## config.mk

```make
export PLATFORM = sky130hd
export DESIGN_NAME = pau_arb
export DESIGN_NICKNAME = d
export VERILOG_FILES = /design/src/rtl/pau_arb.sv
export SDC_FILE = /design/constraint.sdc
export NUM_CORES = 1
export LEC_CHECK = 0
export CELL_PAD_IN_SITES_DETAIL_PLACEMENT = 0
export CELL_PAD_IN_SITES_GLOBAL_PLACEMENT = 2
export CORE_ASPECT_RATIO = 0.9
export CORE_MARGIN = 8
export CORE_UTILIZATION = 18
export DETAILED_ROUTE_END_ITERATION = 12
export PLACE_DENSITY_LB_ADDON = 0.1
export SLEW_MARGIN = 25
export SYNTH_ARGS = -nofsm -noshare
export SYNTH_HDL_FRONTEND = slang
export SYNTH_SLANG_ARGS = --single-unit
```

## constraint.sdc

```tcl
create_clock -name clk -period 2 [get_ports clk]
set_clock_uncertainty 0.1 [all_clocks]
set_input_delay 0.3 -clock clk [delete_from_list [all_inputs] [get_ports clk]]
set_output_delay 0.3 -clock clk [all_outputs]
set_load 0.005 [all_outputs]
```

## src/rtl/pau_arb.sv

```systemverilog
// pau_arb: two-requester arbiter for a shared 1-cycle registered adder, optional grant counters via PAU_ARB_STATS_EN
module pau_arb #(
  parameter int NUM_LANES  = 4,
  parameter int DATA_WIDTH = 16
) (
  input  logic                                clk,
  input  logic                                rst,
  input  logic                                r0_valid,
  output logic                                r0_ready,
  input  logic [NUM_LANES*DATA_WIDTH-1:0]     r0_a,
  input  logic [NUM_LANES*DATA_WIDTH-1:0]     r0_b,
  output logic                                r0_rsp_valid,
  input  logic                                r0_rsp_ready,
  output logic [NUM_LANES*(DATA_WIDTH+1)-1:0] r0_rsp_p,
  input  logic                                r1_valid,
  output logic                                r1_ready,
  input  logic [NUM_LANES*DATA_WIDTH-1:0]     r1_a,
  input  logic [NUM_LANES*DATA_WIDTH-1:0]     r1_b,
  output logic                                r1_rsp_valid,
  input  logic                                r1_rsp_ready,
  output logic [NUM_LANES*(DATA_WIDTH+1)-1:0] r1_rsp_p,
  output logic [NUM_LANES*DATA_WIDTH-1:0]     pau_a_flat,
  output logic [NUM_LANES*DATA_WIDTH-1:0]     pau_b_flat,
  input  logic [NUM_LANES*(DATA_WIDTH+1)-1:0] pau_p_flat,
  output logic                                busy
`ifdef PAU_ARB_STATS_EN
  ,
  output logic [15:0]                         gnt_cnt0,
  output logic [15:0]                         gnt_cnt1
`endif
);
  logic inflight_vld, inflight_id, last_gnt;
  logic cand0, cand1, gnt0, gnt1, acc, cap0, cap1;
  // a requester is blocked while its own op is in flight or its result slot cannot drain
  always_comb begin
    cand0 = r0_valid && !(inflight_vld && !inflight_id) && (!r0_rsp_valid || r0_rsp_ready);
    cand1 = r1_valid && !(inflight_vld && inflight_id) && (!r1_rsp_valid || r1_rsp_ready);
    gnt0 = !rst && cand0 && (!cand1 || last_gnt);
    gnt1 = !rst && cand1 && (!cand0 || !last_gnt);
    acc = gnt0 || gnt1;
    cap0 = inflight_vld && !inflight_id;
    cap1 = inflight_vld && inflight_id;
    r0_ready = gnt0;
    r1_ready = gnt1;
    pau_a_flat = gnt0 ? r0_a : gnt1 ? r1_a : '0;
    pau_b_flat = gnt0 ? r0_b : gnt1 ? r1_b : '0;
    busy = inflight_vld || r0_rsp_valid || r1_rsp_valid;
  end
  always_ff @(posedge clk) begin
    if (rst) begin
      inflight_vld <= 1'b0;
      inflight_id <= 1'b0;
      last_gnt <= 1'b1;
      r0_rsp_valid <= 1'b0;
      r1_rsp_valid <= 1'b0;
      r0_rsp_p <= '0;
      r1_rsp_p <= '0;
    end else begin
      inflight_vld <= acc;
      if (acc) begin
        inflight_id <= gnt1;
        last_gnt <= gnt1;
      end
      r0_rsp_valid <= cap0 || (r0_rsp_valid && !r0_rsp_ready);
      r1_rsp_valid <= cap1 || (r1_rsp_valid && !r1_rsp_ready);
      if (cap0) r0_rsp_p <= pau_p_flat;
      if (cap1) r1_rsp_p <= pau_p_flat;
    end
  end
`ifdef PAU_ARB_STATS_EN
  always_ff @(posedge clk) begin
    if (rst) begin
      gnt_cnt0 <= '0;
      gnt_cnt1 <= '0;
    end else begin
      gnt_cnt0 <= gnt_cnt0 + 16'(gnt0);
      gnt_cnt1 <= gnt_cnt1 + 16'(gnt1);
    end
  end
`endif
endmodule
```

### Word-level counts from Yosys, hierarchy flattened

Cells that the tools add are included.
Widths: inputs -> output; s select.

* register bits after elaboration: 141
* bits of input ports: 330
* output and inout port bits: 269
* logic and storage cells: 43

* multiplexer cells: 4
* reduce and logical (&&, ||, !) cells: 32

Operators with widths (count)
* $mux 64: 4
* $logic_and 1x1->1: 12
* $logic_not 1->1: 11
* $logic_or 1x1->1: 9

### Depth between registers and ports, before layout

* word-level depth: 10
* depth in mapped cells: 7
* mapped depth without buffers: 4

### Least setup slack after synthesis

No wires, ideal clock.

* path kind: register -> output
* start: register inflight_id
* end: output port pau_a_flat[10]
* arrival time: 1469 ps
* required time: 1600 ps
* setup slack: 131 ps
* cell stages (with the launch flop): 8
* path buffers: 3
* path through: dfxtp_1 -> nand2b_1 -> buf_2 -> and2_4 -> a31o_1 -> buf_6 -> buf_6 -> o32ai_2

* longest elaborated chain between the ends: 10
* elaborated cells between the ends (all ways): 19
* classes of those cells: mux: 2; reduce/logical: 17

Ends and longest elaborated chain
* from (decl): line 32 `logic inflight_vld, inflight_id, last_gnt;`
* from (signal assigned): line 61 `inflight_id <= gnt1;`
* $logic_not 1->1: line 36 `cand0 = r0_valid && !(inflight_vld && !inflight_id) && (!r0_rsp_valid || r0_rsp_ready);`
* $logic_and 1x1->1: line 36
* $logic_not 1->1: line 36
* $logic_and 1x1->1 (2 in a row): line 36
* $logic_not 1->1: line 39 `gnt1 = !rst && cand1 && (!cand0 || !last_gnt);`
* $logic_or 1x1->1: line 39
* $logic_and 1x1->1: line 39
* $mux 64: line 45 `pau_a_flat = gnt0 ? r0_a : gnt1 ? r1_a : '0;`
* $mux 64 *: line 45
* to (decl): line 22 `output logic [NUM_LANES*DATA_WIDTH-1:0] pau_a_flat,`

Every way passes the cells marked *; elsewhere a longest branch is shown, timed or not.

### Final worst setup path

* start: input port r1_rsp_ready
* end: output port pau_a_flat[49]

* longest elaborated chain between the ends: 6
* elaborated cells between the ends (all ways): 9
* classes of those cells: mux: 2; reduce/logical: 7

Ends and longest elaborated chain
* from (decl): line 20 `input logic r1_rsp_ready,`
* $logic_or 1x1->1 *: line 37 `cand1 = r1_valid && !(inflight_vld && inflight_id) && (!r1_rsp_valid || r1_rsp_ready);`
* $logic_and 1x1->1 *: line 37
* $logic_and 1x1->1 or $logic_not 1->1 (tied branches): line 39, 38
* $logic_and 1x1->1 or $logic_or 1x1->1 (tied branches): line 39, 38
* $mux 64 or $logic_and 1x1->1 (tied branches): line 45, 38
* $mux 64 *: line 45

Marked as above.

==> results.py <==
metrics = {
    "outcome": {
        "status": "finished, violations left",
        "violations": "setup timing",
    },
    "synth": {
        "ys_seq_area_share_pct": 33.54,
        "synthArstFlopShare_pct": 0,
        "ys_seq_elements": 141,
        "netlist_area_um2": 8417,
        "syn_inst": 1058,
        "synth_ff_type": "dfxtp_1",
        "yosys.cell_types.count": 22,
        "syn_nets": 1388,
        "yosysWarnings": 0,
        "synth_edf_count": 0,
        "syn_avg_cell_area_um2": 7.955,
    },
    "setup_path": {
        "cpMostUsedCell": "buf_12",
        "cp.required_ps": 1600,
        "crit_arrival_ps": 2180,
        "end_kind": "output port",
        "worstReg2RegStart": "inflight_id$_SDFFE_PP0P_",
        "crit_type": "in -> out",
        "timing.rr.end": "r1_rsp_p[26]$_SDFFE_PP0P_",
        "start_kind": "input port",
        "critPathMaxFanout": 7,
        "max_stage_delay_ps": 490,
        "r2r_setup_slack_ps": 300,
        "crit_chain": "clkdlybuf4s50_1 > nand2b_4 > nand3_4 > buf_6 > o21bai_4 > buf_12 > buf_8 > clkbuf_16 > buf_12 > o32ai_4 > buf_2",
        "r2r_cells": 5,
        "slowest_stage": "clkdlybuf4s50_1",
    },
    "clock_tree": {
        "cts_tree": "built",
        "clk_latency_ps": 440,
        "h-tree-depth": 4,
        "cts_inserted_buffers": 17,
        "clock_path_buffers": 2,
        "clk_pin_slew_worst_paths_ps": 70,
        "cts.sinks": 141,
        "ctsRootBufferMaster": "clkbuf_16",
    },
    "floorplanning": {
        "die-area_um2": 53950,
        "core-area_um2": 46360,
        "ioPinCount": 599,
        "initial_utilization_pct": 18.16,
        "die_h_um": 221.1,
        "die_w_um": 243.9,
        "num_rows": 75,
    },
    "layout": {
        "stdcell_area_um2": 16820,
        "final_util_pct": 36.28,
        "syn_to_final_growth_pct": 99.81,
        "stdcell_count": 2348,
        "nets": 2038,
        "drive_gt1_share_pct": 25.16,
    },
    "global_routing": {
        "grt_max_degree": 87,
        "grt_pass1_vias": 10350,
        "grt_remaining_overflow": 0,
        "grt_pass1_wl_um": 76380,
        "grtUsageTotal_pct": 19.22,
        "antenna_found_initial": 24,
    },
    "worst_hold_path": {
        "hold_start": "rst",
        "min_path_cells": 2,
        "hp-class": "in -> reg",
        "hold_end": "r1_rsp_p[63]$_SDFFE_PP0P_",
    },
    "timing": {
        "period_minus_slack_ps": 2584,
        "slew_headroom_pct": 40.49,
        "fin_crit_sh_pct": 129.2,
        "rsz0062_at_grt": "true",
        "tns_ps": -64740,
        "timing_max_transition_violations_final": 0,
        "max_freq_mhz": 387.0,
        "worstMarginPinSlew_ps": 892.7,
        "hold_viol": 0,
        "setup_violations": 130,
        "setup_ws_ps": -584.3,
    },
    "power_and_ir_drop": {
        "ir_drop_v": 0.0004346,
        "total_power_w": 0.009791,
        "p_leak_nw": 6.634,
        "cellPowerDensity_nw_per_um2": 582.2,
    },
    "drt": {
        "num_vias": 10000,
        "detail_route.wl_per_cell_um": 24.12,
        "drt_iter0_drc": 393,
        "post-route-drc-count": 0,
        "ant_nets": 0,
        "vias_per_cell": 4.260,
        "drtPass1Iterations": 4,
        "finalWirelength_um": 56630,
    },
    "job": {
        "max_cap_violations": 0,
    },
    "placed_design": {
        "hpwlAfterDp_um": 43230,
        "port_buffers": 598,
        "gp_congestion": 0.8249,
        "placedInstanceArea_um2": 15280,
        "placedCellCount": 2221,
    },
}
-- cell usage after synthesis (all sizes together), types with 2 or more instances --
| master | count | share of area [%] |
|---|---|---|
| a21oi | 140 | 8.3 |
| and2 | 2 | 0.18 |
| buf | 35 | 3.3 |
| clkbuf | 68 | 3.0 |
| dfxtp | 141 | 34 |
| inv | 128 | 5.7 |
| nand2 | 273 | 12 |
| nand2b | 131 | 9.7 |
| nand3 | 2 | 0.12 |
| nor2 | 4 | 0.18 |
| o32ai | 128 | 23 |
-- cells in the final DEF (no fill, tap or decap), types with 2 or more instances in the layout --
| cell | n |
|---|---|
| clkdlybuf4s50_1 | 466 |
| nand2_1 | 272 |
| a21oi_1 | 140 |
| dfxtp_1 | 138 |
| nand2b_1 | 129 |
| inv_1 | 128 |
| o32ai_2 | 102 |
| buf_2 | 77 |
| buf_4 | 60 |
| clkbuf_2 | 39 |
| buf_6 | 38 |
| clkbuf_16 | 29 |
| buf_12 | 21 |
| o32ai_4 | 17 |
| buf_8 | 14 |
| diode_2 | 11 |
| o32ai_1 | 9 |
| inv_6 | 6 |
| buf_16 | 5 |
| nor2_1 | 3 |
| clkinv_2 | 3 |
| inv_8 | 3 |
| dfxtp_2 | 3 |
| nand2b_4 | 2 |
| nand3_4 | 2 |
| a31o_4 | 2 |
-- state kept, by name, indices dropped and copies added (netlist names) --
name          cells
r1_rsp_valid      1
last_gnt          1
r1_rsp_p         68
inflight_vld      1
inflight_id       1
r0_rsp_p         68
r0_rsp_valid      1
-- worst max-delay path, delay by kind of cell --
| family | cells | cell delay [ps] |
|---|---|---|
| AOI/OAI and AO/OA | 2 | 240 |
| buffers and inverters | 7 | 1360 |
| and+or+nand+nor | 2 | 280 |
-- timing repair --
| item | CTS | global route |
|---|---|---|
| resized for setup | 251 | 315 |
| hold buffers | 0 | 0 |
| endpoints found under the setup margin | 131 | 131 |
| pin swaps | 13 | 45 |
| cloned | 1 | 18 |
| setup buffers | 6 | 61 |
-- cells by family after synthesis --
kind of cell	after synthesis	share of synthesized area, %
simple gates	414	22.54
compound gates	272	31.87
flops	141	33.54
buf+inv	231	12.06
-- how the worst max path moves through the flow --
stage / slack [ps] / cells after the start / start / endpoint
5_1_grt: -660 / 11 / inflight_id$_SDFFE_PP0P_ / pau_a_flat[49]
6_report: -580 / 11 / r1_rsp_ready / pau_a_flat[49]
3_3_place_gp: -930 / 7 / r1_rsp_ready / pau_a_flat[16]
4_1_cts: -880 / 7 / inflight_id$_SDFFE_PP0P_ / pau_b_flat[24]
2_1_floorplan: 130 / 7 / inflight_id$_SDFFE_PP0P_ / pau_a_flat[10]
3_5_place_dp: -930 / 7 / r1_rsp_ready / pau_a_flat[17]
-- layout make-up --
class                   instances  area, um^2
flip-flops and latches        141        2826
well taps                     616       770.7
diodes                         11       27.53
repair buffers                733        7204
inverters                     128       480.5
multi-input cells             687        4935
fillers                      4968       29540
clock buffers                  17       425.4
clock inverters                15       147.6
-- power by group --
| part | switching, W | internal [W] |
|---|---|---|
| sequential | 0.0000819 | 0.00296 |
| clock | 0.00141 | 0.00175 |
| combinational | 0.00156 | 0.00203 |
| total | 0.00305 | 0.00674 |
-- per-stage QoR --
stage / hold slack [ps] / setup slack [ps]
floorplan: 336.0 / 131.5
global placement: 339.6 / -926.5
detailed placement: 342.3 / -925.4
CTS: 104.8 / -881.2
global route: 112.4 / -661.3
finish: 137.3 / -584.3
-- routing by layer --
layer	GRT usage, %	wire (um)
met3	9.297	5363
met5	0	166
met4	5.341	1157
met2	33.94	28670
met1	20.10	21280
No activity file was read; power rests on OpenSTA's default activity.
